**config.mk**
```make
export PLATFORM = sky130hd
export DESIGN_NAME = uart_fifo_bridge
export DESIGN_NICKNAME = d
export VERILOG_FILES = /design/src/rtl/uart_fifo_bridge.sv
export SDC_FILE = /design/constraint.sdc
export NUM_CORES = 1
export LEC_CHECK = 0
export ABC_AREA = 1
export BUFFER_PORTS_ARGS = -buffer_cell sky130_fd_sc_hd__buf_2
export CAP_MARGIN = 0
export CELL_PAD_IN_SITES_DETAIL_PLACEMENT = 1
export CELL_PAD_IN_SITES_GLOBAL_PLACEMENT = 1
export CORE_MARGIN = 2
export CORE_UTILIZATION = 42
export DETAILED_ROUTE_END_ITERATION = 6
export GPL_TIMING_DRIVEN = 0
export PLACE_DENSITY = 0.95
export SYNTH_ARGS = -nofsm -noshare
export SYNTH_HDL_FRONTEND = slang
export SYNTH_SLANG_ARGS = --single-unit
export TNS_END_PERCENT = 20
```
**constraint.sdc**
```tcl
create_clock -name clk -period 4.5 [get_ports clk]
set_clock_uncertainty 0.1 [all_clocks]
set_input_delay 0.675 -clock clk [delete_from_list [all_inputs] [get_ports clk]]
set_output_delay 0.675 -clock clk [all_outputs]
set_load 0.005 [all_outputs]
```
**src/rtl/uart_fifo_bridge.sv**
```systemverilog
// Pops one word from the RX FIFO, applies a selectable transform and pushes it to the TX FIFO.
// Honours TX-full backpressure and keeps transfer/stall counters for bring-up.
module uart_fifo_bridge #(
   parameter int unsigned DATA_W     = 8,
   parameter int unsigned RD_LATENCY = 1,
   parameter int unsigned GAP        = 2,
   parameter int unsigned CNT_W      = 16
) (
   input  logic              clk,
   input  logic              rst,
   input  logic              enable,
   input  logic [1:0]        mode,
   input  logic [DATA_W-1:0] operand,
   input  logic              rx_empty,
   output logic              rx_rd_en,
   input  logic [DATA_W-1:0] rx_dout,
   input  logic              tx_full,
   output logic              tx_wr_en,
   output logic [DATA_W-1:0] tx_din,
   output logic              busy,
   output logic [CNT_W-1:0]  xfer_count,
   output logic [CNT_W-1:0]  stall_count
);

   typedef enum logic [1:0] {StIdle, StRead, StCapture, StWrite} state_e;

   localparam logic [3:0] GapVal  = 4'(GAP);
   localparam logic [1:0] LatLast = 2'(RD_LATENCY - 1);

   state_e            state_q, state_d;
   logic [3:0]        wait_q, wait_d;
   logic [1:0]        lat_q, lat_d;
   logic [DATA_W-1:0] result_q, result_d;
   logic [DATA_W-1:0] xform;
   logic [CNT_W-1:0]  xfer_q, xfer_d;
   logic [CNT_W-1:0]  stall_q, stall_d;

   // Arithmetic wraps modulo 2^DATA_W; carries and borrows are dropped.
   always_comb begin
      xform = rx_dout;
      unique case (mode)
         2'd0: xform = rx_dout;
         2'd1: xform = rx_dout + operand;
         2'd2: xform = rx_dout - operand;
         2'd3: xform = rx_dout ^ operand;
         default: xform = rx_dout;
      endcase
   end

   always_comb begin
      state_d  = state_q;
      wait_d   = wait_q;
      lat_d    = lat_q;
      result_d = result_q;
      xfer_d   = xfer_q;
      stall_d  = stall_q;
      rx_rd_en = 1'b0;
      tx_wr_en = 1'b0;
      unique case (state_q)
         StIdle: begin
            // wait_q saturates at GAP, so equality means the gap has elapsed.
            if (wait_q != GapVal) begin
               wait_d = wait_q + 4'd1;
            end
            if ((wait_q == GapVal) && enable && !rx_empty) begin
               state_d = StRead;
            end
         end
         StRead: begin
            rx_rd_en = 1'b1;
            lat_d    = 2'd0;
            state_d  = StCapture;
         end
         StCapture: begin
            if (lat_q == LatLast) begin
               result_d = xform;
               state_d  = StWrite;
            end else begin
               lat_d = lat_q + 2'd1;
            end
         end
         StWrite: begin
            if (!tx_full) begin
               tx_wr_en = 1'b1;
               xfer_d   = xfer_q + 1'b1;
               wait_d   = 4'd0;
               state_d  = StIdle;
            end else if (stall_q != {CNT_W{1'b1}}) begin
               stall_d = stall_q + 1'b1;
            end
         end
         default: state_d = StIdle;
      endcase
   end

   always_ff @(posedge clk) begin
      if (rst) begin
         state_q  <= StIdle;
         wait_q   <= 4'd0;
         lat_q    <= 2'd0;
         result_q <= '0;
         xfer_q   <= '0;
         stall_q  <= '0;
      end else begin
         state_q  <= state_d;
         wait_q   <= wait_d;
         lat_q    <= lat_d;
         result_q <= result_d;
         xfer_q   <= xfer_d;
         stall_q  <= stall_d;
      end
   end

   assign tx_din      = result_q;
   assign busy        = (state_q != StIdle);
   assign xfer_count  = xfer_q;
   assign stall_count = stall_q;

endmodule

```
Yosys cells after proc, flatten, opt, wreduce, memory -nomap -nowiden --
Cells that the tools add are included.
Word-level totals: flip-flop bits (word level) 48, input bits 23, output and inout port bits 43
Operators by class: add/subtract/negate cells 6, eq/ne operators 14, muxes and demuxes 13, bitwise operators 2, reductions and logical operators 15
Operator list (count):
- $add A16 B1 Y16 const B | 2
- $pmux W8 S4 | 1
- $ne A16 B16 Y1 const B | 1
- $ne A2 B2 Y1 const B | 5
- $reduce_and A3 Y1 | 3
- $add A8 B8 Y8 | 1
- $eq A2 B2 Y1 const B | 4
- $mux W2 | 4
- $mux W4 | 2
- $pmux W2 S4 | 1
- $pmux W4 S2 | 1
- $sub A8 B8 Y8 | 1
- $xor A8 B8 Y8 | 1
- $logic_not A2 Y1 | 3
- $reduce_and A2 Y1 | 3
- $reduce_bool A2 Y1 | 3
- $add A4 B1 Y4 const B | 1
- $eq A2 B1 Y1 const B | 2
- $eq A4 B2 Y1 const B | 1
- $ne A4 B2 Y1 const B | 1
- $pmux W2 S2 | 1
- $mux W1 | 3
- $add A2 B1 Y2 const B | 1
- $logic_and A1 B1 Y1 | 2
- 2 further kinds | 2

Depth between registers and ports, before layout --
Gate-level depths: netlist of run 1.
word-level depth 5, mapped depth 19, depth with buffers taken out 19

Least setup slack after synthesis of run 1 --
No wires, ideal clock.
path type input to register, start in mode[0], end reg result_q[7], in the netlist tx_din[7], library setup time 0.132 ns, arrival time 2.366 ns, path slack 1.902 ns, stages on the path 18, path buffers 0, path through inv_1 ha_1 inv_1 nand2_1 o21ai_0 xor2_1 inv_1 ha_1 nand2_1 inv_1 nand2_1 nand2_1 a21oi_1 nand3_1 nand3_1 nand2_1 nand2_1 a21oi_1
On the way: cells in the longest elaborated chain, start to end 2, elaborated cells on any way between the ends 5, those cells by class 3 x eq/ne; 1 x mux; 1 x reduce/logical
Ends and longest elaborated chain:
- from (decl) | line 12 | input logic [1:0] mode,
- $eq A2 B2 Y1, or another cell as far along | line 41 | unique case (mode)
- $pmux W8 S4 (*) | line 41
- to (signal assigned) | line 108 | result_q <= result_d;
- to (decl) | line 33 | logic [DATA_W-1:0] result_q, result_d;
Mark *: on every way between the ends. The rest lies on a longest branch, timed or not. A chain may end at the register's enable or synchronous reset.

Worst setup path in the final report of run 1 --
Same ends and word-level chain as after synthesis.

==> impl_results.md, run 1 <==
- Overall routing resource usage: 0.227
- P_int: 729 uW
- Slew @ Worst Pin: 0.633 ns
- RSZ-0062 raised after global routing: false
- Clock root cell: clkbuf_8
- Peak supply drop: 142 uV
- FILL cells: 1002
- Met3 Usage GRT: 0.0417
- CP Max Fanout: 6
- Yosys warning total: 0
- Post-synthesis xor/xnor area fraction: 0.0529
- Final worst setup slack: 1.73 ns
- Outcome: complete, no violations
- Cts repair resizes: 0
- Mapped Cells: 456
- HPWL after detailed placement: 7.19 mm
- Clk_lat worst skew: 0.30 ns
- Post-synth top area share: 0.305
- Mux contribution to synthesized area: 0
- Clock Power Share: 0.235
- Most frequent cells in the layout: nand2_1, buf_2, inv_1
- Syn_area_per_cell: 6.90 um2
- Grt total ovfl: 0
- Library cells used by synthesis: 40
- Via density: 5.23
- Row cnt: 31
- Delay of the slowest critical-path stage: 0.34 ns
- Post-Syn Area: 3150 um2
- Sequential share of power: 0.427
- Number of top-level pins: 66
- Static leakage: 0.00169 uW
- Max Cap Viol: 0
- Synth async-reset ratio: 0
- Post-Synth Adder-Cell Area: 0.0859
- Combinational Power Share: 0.337
- Register area: 961 um2
- Die ar.: 8200 um2
- Post-synthesis simple-gate area fraction: 0.289
- Post-CTS Repair Setup Buffers: 0
- WP data arrival: 2.83 ns
- Inserted Diodes: 0
- Synth-to-Final Area Change: 17.1%
- Ys flop type: dfxtp_1
- Synth top area cells: dfxtp_1, nand2_1, a21oi_1
- H-tree levels: 2
- Slew HR: 0.578
- Hold Vio Cnt, Final: 0
- Clock sink total: 48
- Yosys reg bits: 48
- NumNets Final: 572
- Share of layout cells above drive strength 1: 0.183
- DIE HEIGHT: 90.6 um
- Final setup fails: 0
- Largest net degree at the start of global routing: 14
- Syn nets: 500
- Chip width: 90.6 um
- Routed WL: 9.13 mm
- Hold_buf cts: 0
- Core ar.: 7250 um2
- First-pass GRT wire length: 15.5 mm
- Placed cell count: 620
- Vias in the first global route: 3330
- DP Area: 3600 um2
- Fin crit period: 2.77 ns
- Final Max Tran Viols: 0
- Initial Util: 0.434
- Port bufs: 65
- Top cell type by total area after synthesis: dfxtp_1
- Antenna viol nets, final: 0
- Final std cells w/o fill: 628
- Cts bufs inserted: 5
- Number of enable flip-flop cells after synthesis: 0
- Sequential share of the synthesized area: 0.305
- Crit path top cell by count: nand2_1
- WL per Instance: 14.5 um
- DP Worst Slack: 1.42 ns
- Hold Crit Class: reg -> reg
- Post-synthesis compound-gate area fraction: 0.172
- Achievable Freq: 0.362 GHz
- Routed vias: 3285
- Drt first pass iters: 4
- TritonCTS clock tree: yes
- Switching share of power: 0.367
- CP required: 4.56 ns
- Met1 usage: 0.282
- Gr busiest metal: met2
- Clock Pin Slew Worst Setup and Hold Paths: 0.09 ns
- Crit-path cells: buf_2, inv_1, ha_1, inv_1, nand2_1, o21ai_0, xor2_1, inv_1, ha_1, nand2_1, inv_1, nand2_1, nand2_1, a21oi_1, nand3_1, nand3_1, nand2_1, nand2_1, a21oi_1
- Commonest non-fill, non-tap cell in the layout: nand2_1
- Multi-input combinational cell area: 1890 um2
- Global-route met2 utilization: 0.396
- Setup tns final: 0 ns
- Crit end category: flip-flop
- 1st-iter DRT viols: 102
- Largest family of logic cells by synthesized area: simple AND/OR/NAND/NOR gates
- Crit Path Class: in -> reg
- Startpoint Class: input port
- Initial antenna violation count: 0
- Buffers from clock root to sink, at most: 2
- CP max stage cell: ha_1
- Final worst-path cycle share: 0.615
- DRC Markers: 0
- Cell area after layout: 3690 um2
- Routability cong.: 0.904
- P_sw: 423 uW
- PD cells: 312 nW/um2
[worst max-delay path, delay by kind of cell]
family	cells	cell delay, ns
buffers and inverters	5	0.41
AO/OA/AOI/OAI	3	0.31
adder cells (fa/ha/maj)	2	0.61
XOR/XNOR	1	0.15
AND/OR/NAND/NOR	8	0.67
[synthesized netlist by cell type (all sizes together) (3+ instances only)]
cell    number
nor2        53
o21ai       38
ha          20
dfxtp       48
o22ai        3
clkbuf       6
xnor2        8
a21oi       54
inv         68
nand4        6
xor2        11
nor3        11
nand2       87
nand3       26
[final timing paths]
check	cells past startpoint	from	endpoint	slack, ns
setup / recovery	19	mode[0]	tx_din[7]$_SDFFE_PP0P_	1.73
hold / removal	2	tx_din[7]$_SDFFE_PP0P_	tx_din[7]$_SDFFE_PP0P_	0.38
setup reg to reg	10	state_q[0]$_SDFFE_PP0P_	xfer_count[12]$_SDFFE_PP0P_	2.58
hold reg to reg	2	tx_din[7]$_SDFFE_PP0P_	tx_din[7]$_SDFFE_PP0P_	0.38
[routing by layer]
layer | share of wire | wire (um)
met1 | 0.44 | 4020
met2 | 0.50 | 4530
met3 | 0.043 | 389
met4 | 0.021 | 189
met5 | 0 | 0
[flip-flops by register name, indices dropped and copies added (netlist names)]
signal / flops
lat_q: 2
stall_count: 16
state_q: 2
tx_din: 8
wait_q: 4
xfer_count: 16
[cells by family (layout without fill, tap and decap cells)]
| logic type | after synthesis | in the layout |
|---|---|---|
| simple gates | 189 | 189 |
| compound gates | 102 | 102 |
| buf+inv | 77 | 150 |
| flops | 48 | 48 |
| fa+ha+maj | 21 | 21 |
| xor+xnor | 19 | 19 |
[stage by stage]
stage	hold WS (ns)	power [uW]	util
3_5_place_dp	0.364	887	0.496
4_1_cts	0.378	1160	0.508
5_1_grt	0.408	1230	0.508
2_1_floorplan	0.340	753	-
6_report	0.381	1150	0.508
3_3_place_gp	0.348	857	0.496
[power groups by stage]
stage	Clock (uW)	Combinational (uW)	Sequential (uW)
final	271	388	492
after global routing	293	444	498
after CTS	276	391	493
after detailed placement	0	385	502
after global placement	0	358	499
after floorplan	0	256	497
[final cells by class]
cell class                 instances  share of cell area
tap                               99              0.0336
buffer                             8              0.0105
sequential                        48               0.261
clock buffer                       8              0.0244
timing repair buffer              65              0.0883
inverter                          69              0.0706
multi-input combinational        331               0.512
(Power assumes the default switching activity.)
==> run 2: changes to the inputs <==
--- a/config.mk
+++ b/config.mk
@@ -5,16 +5,16 @@
 export SDC_FILE = /design/constraint.sdc
 export NUM_CORES = 1
 export LEC_CHECK = 0
-export ABC_AREA = 1
+export ABC_AREA = 0
 export BUFFER_PORTS_ARGS = -buffer_cell sky130_fd_sc_hd__buf_2
 export CAP_MARGIN = 0
 export CELL_PAD_IN_SITES_DETAIL_PLACEMENT = 1
 export CELL_PAD_IN_SITES_GLOBAL_PLACEMENT = 1
 export CORE_MARGIN = 2
-export CORE_UTILIZATION = 42
+export CORE_UTILIZATION = 36
 export DETAILED_ROUTE_END_ITERATION = 6
 export GPL_TIMING_DRIVEN = 0
-export PLACE_DENSITY = 0.95
+export PLACE_DENSITY = 0.88
 export SYNTH_ARGS = -nofsm -noshare
 export SYNTH_HDL_FRONTEND = slang
 export SYNTH_SLANG_ARGS = --single-unit
==> constraint.sdc (replaced) <==
create_clock -name clk -period 2.3 [get_ports clk]
set_clock_uncertainty 0.1 [all_clocks]
set_input_delay 0.345 -clock clk [delete_from_list [all_inputs] [get_ports clk]]
set_output_delay 0.345 -clock clk [all_outputs]
set_load 0.005 [all_outputs]
==> run 2 against run 1 <==
  * Area after synthesis decreased by 5.2%
  * Design area decreased by 2.8%
  * Via count decreased by 15%
  * Global-route usage decreased by 4.5 points
  * First-iteration DRC count decreased by 46%
  * Non-clock buffer count increased by 9
  * Largest cell class unchanged
  * Largest power group unchanged
==> impl_results.md, run 2 <==
- Mux contribution to synthesized area: 0.0315 (+0.0315)
- Drt first pass iters: 4 (unchanged)
- HPWL after detailed placement: 6.26 mm (-13%)
- Post-synthesis compound-gate area fraction: 0.157 (-0.0148)
- Peak supply drop: 262 uV (+84%)
- Startpoint Class: input port
- Clk_lat worst skew: 0.29 ns (about the same)
- Hold Crit Class: in -> reg
- Via density: 5.24 (+0.11%)
- Routability cong.: 0.860 (-4.9%)
- Core ar.: 8130 um2 (+12%)
- Fin crit period: 2.23 ns
- Clock root cell: clkbuf_8
- Setup tns final: 0 ns (unchanged)
- Max Cap Viol: 0 (unchanged)
- CP Max Fanout: 5 (-1)
- Crit Path Class: in -> reg
- PD cells: 543 nW/um2 (+74%)
- Overall routing resource usage: 0.181 (-0.0454)
- Library cells used by synthesis: 60 (+50%)
- Antenna viol nets, final: 0 (unchanged)
- Ys flop type: dfxtp_1
- Port bufs: 65 (unchanged)
- Syn nets: 394 (-21%)
- Slew @ Worst Pin: 0.610 ns (-0.0227 ns)
- Crit end category: flip-flop
- TritonCTS clock tree: yes
- Count leader, synth: nor2_1
- Post-Syn Area: 2980 um2 (-5.2%)
- Final setup fails: 0 (unchanged)
- Largest family of logic cells by synthesized area: simple AND/OR/NAND/NOR gates
- Outcome: complete, no violations
- Final worst-path cycle share: 0.971
- FILL cells: 1016 (+1.4%)
- Largest net degree at the start of global routing: 14 (unchanged)
- Share of layout cells above drive strength 1: 0.234 (+0.0508)
- Synth cell count leaders: nor2_1, dfxtp_1, inv_1
- Yosys reg bits: 48 (unchanged)
- Cts bufs inserted: 5 (unchanged)
- Post-synthesis simple-gate area fraction: 0.247 (-0.0419)
- DIE HEIGHT: 95.0 um (+4.9%)
- Inserted Diodes: 0 (unchanged)
- Number of enable flip-flop cells after synthesis: 0 (unchanged)
- First-pass GRT wire length: 13.2 mm (-15%)
- Most frequent cells in the layout: buf_2, nor2_1, dfxtp_1
- WL per Instance: 15.1 um (+4.0%)
- Grt total ovfl: 0 (unchanged)
- RSZ-0062 raised after global routing: true
- Slew HR: 0.593 (+0.0152)
- Yosys warning total: 0 (unchanged)
- Sequential share of the synthesized area: 0.322 (+0.0169)
- Placed cell count: 520 (-16%)
- Mapped Cells: 350 (-23%)
- H-tree levels: 2 (unchanged)
- NumNets Final: 470 (-18%)
- Worst Hold Depth: 5 (+3)
- Syn_area_per_cell: 8.52 um2 (+23%)
- Initial Util: 0.367 (-0.0673)
- Hold_buf cts: 0 (unchanged)
- Clock sink total: 48 (unchanged)
- DRC Markers: 0 (unchanged)
- Initial antenna violation count: 0 (unchanged)
- Synth-to-Final Area Change: 20.2%
- Top cell type by total area after synthesis: dfxtp_1
- Row cnt: 33 (+6.5%)
- Clock Pin Slew Worst Setup and Hold Paths: 0.09 ns (about the same)
- Routed WL: 8.04 mm (-12%)
- Vias in the first global route: 2821 (-15%)
- Post-synthesis xor/xnor area fraction: 0.103 (+0.0499)
- Hold Vio Cnt, Final: 0 (unchanged)
- Synth async-reset ratio: 0 (unchanged)
- Post-synth top area share: 0.322 (+0.0169)
- Static leakage: 0.00153 uW (-9.2%)
- Number of top-level pins: 66 (unchanged)
- Final Max Tran Viols: 0 (unchanged)
- Routed vias: 2786 (-15%)
- WP data arrival: 2.30 ns (-0.53 ns)
- Die ar.: 9030 um2 (+10%)
- Synth top area cells: dfxtp_1, ha_1, nor2_1
- 1st-iter DRT viols: 55 (-46%)
- Buffers from clock root to sink, at most: 2 (unchanged)
- Chip width: 95.0 um (+4.9%)
- CP required: 2.37 ns (-2.19 ns)
- Final std cells w/o fill: 532 (-15%)
- Commonest non-fill, non-tap cell in the layout: buf_2
- FF-to-FF path depth: 8 (-2)
- Achievable Freq: 0.448 GHz
- Post-Synth Adder-Cell Area: 0.0906 (+0.00476)
==> run 2: metrics by stage <==
stage	hold slack (ns)	worst slack (ns)	cell area (um2)	util	power, uW
finish	0.368	0.0656	3580	0.441	1940
global route	0.381	-0.0435	3580	0.441	2070
CTS	0.368	0.0169	3540	0.436	1950
detailed placement	0.401	-0.297	3450	0.425	1440
global placement	0.391	-0.244	3450	0.425	1410
floorplan	0.377	0.0100	3000	-	1280
==> run 2: kinds of logic after synthesis <==
family	Yosys count
simple gates	136
buf+inv	34
fa+ha+maj	21
compound gates	67
mux	9
xor+xnor	35
flops	48
==> run 2: timing repair <==
item,4_1_cts,5_1_grt
gates resized for setup,0,5
endpoints found under the setup margin,0,3
setup buffers,0,4
==> run 2: path summary, 6_finish.rpt <==
kind                                      end               startpoint  slack [ns]
setup / recovery       tx_din[7]$_SDFFE_PP0P_               operand[2]        0.07
hold / removal         tx_din[0]$_SDFFE_PP0P_               rx_dout[0]        0.37
setup reg to reg  stall_count[7]$_SDFFE_PP0P_  state_q[0]$_SDFFE_PP0P_        0.37
hold reg to reg        tx_din[0]$_SDFFE_PP0P_   tx_din[0]$_SDFFE_PP0P_        0.42
==> run 2: area by class of cell <==
class | instances | area (um2) | area share
multi-input cells | 268 | 1900 | 0.530
flip-flops and latches | 48 | 961 | 0.268
repair buffers | 69 | 355 | 0.0992
well taps | 105 | 131 | 0.0367
clock buffers | 8 | 90.1 | 0.0251
inverters | 21 | 78.8 | 0.0220
plain buffers | 13 | 66.3 | 0.0185
==> run 2: report_power, final <==
| group | switching, uW | total [uW] | internal [uW] |
|---|---|---|---|
| Clock | 266 | 512 | 246 |
| Sequential | 39.4 | 915 | 876 |
| Combinational | 280 | 518 | 238 |
==> run 2: worst max-delay path, stage by stage <==
cell and delay, ns:
buf_2 0.13, nor3_1 0.39, a31oi_1 0.18, xnor2_1 0.16
ha_1 0.23, or4_1 0.48, o22ai_1 0.17, xnor2_1 0.15
o22ai_1 0.08
==> run 2: layer usage <==
| metal | vias to the layer above | track usage | wire (um) |
|---|---|---|---|
| met1 | 1338 | 0.217 | 3510 |
| li1 | 1388 | - | - |
| met4 | 0 | 0.0254 | 48 |
| met2 | 54 | 0.342 | 4120 |
| met3 | 6 | 0.0335 | 354 |
| met5 | - | 0 | 0 |
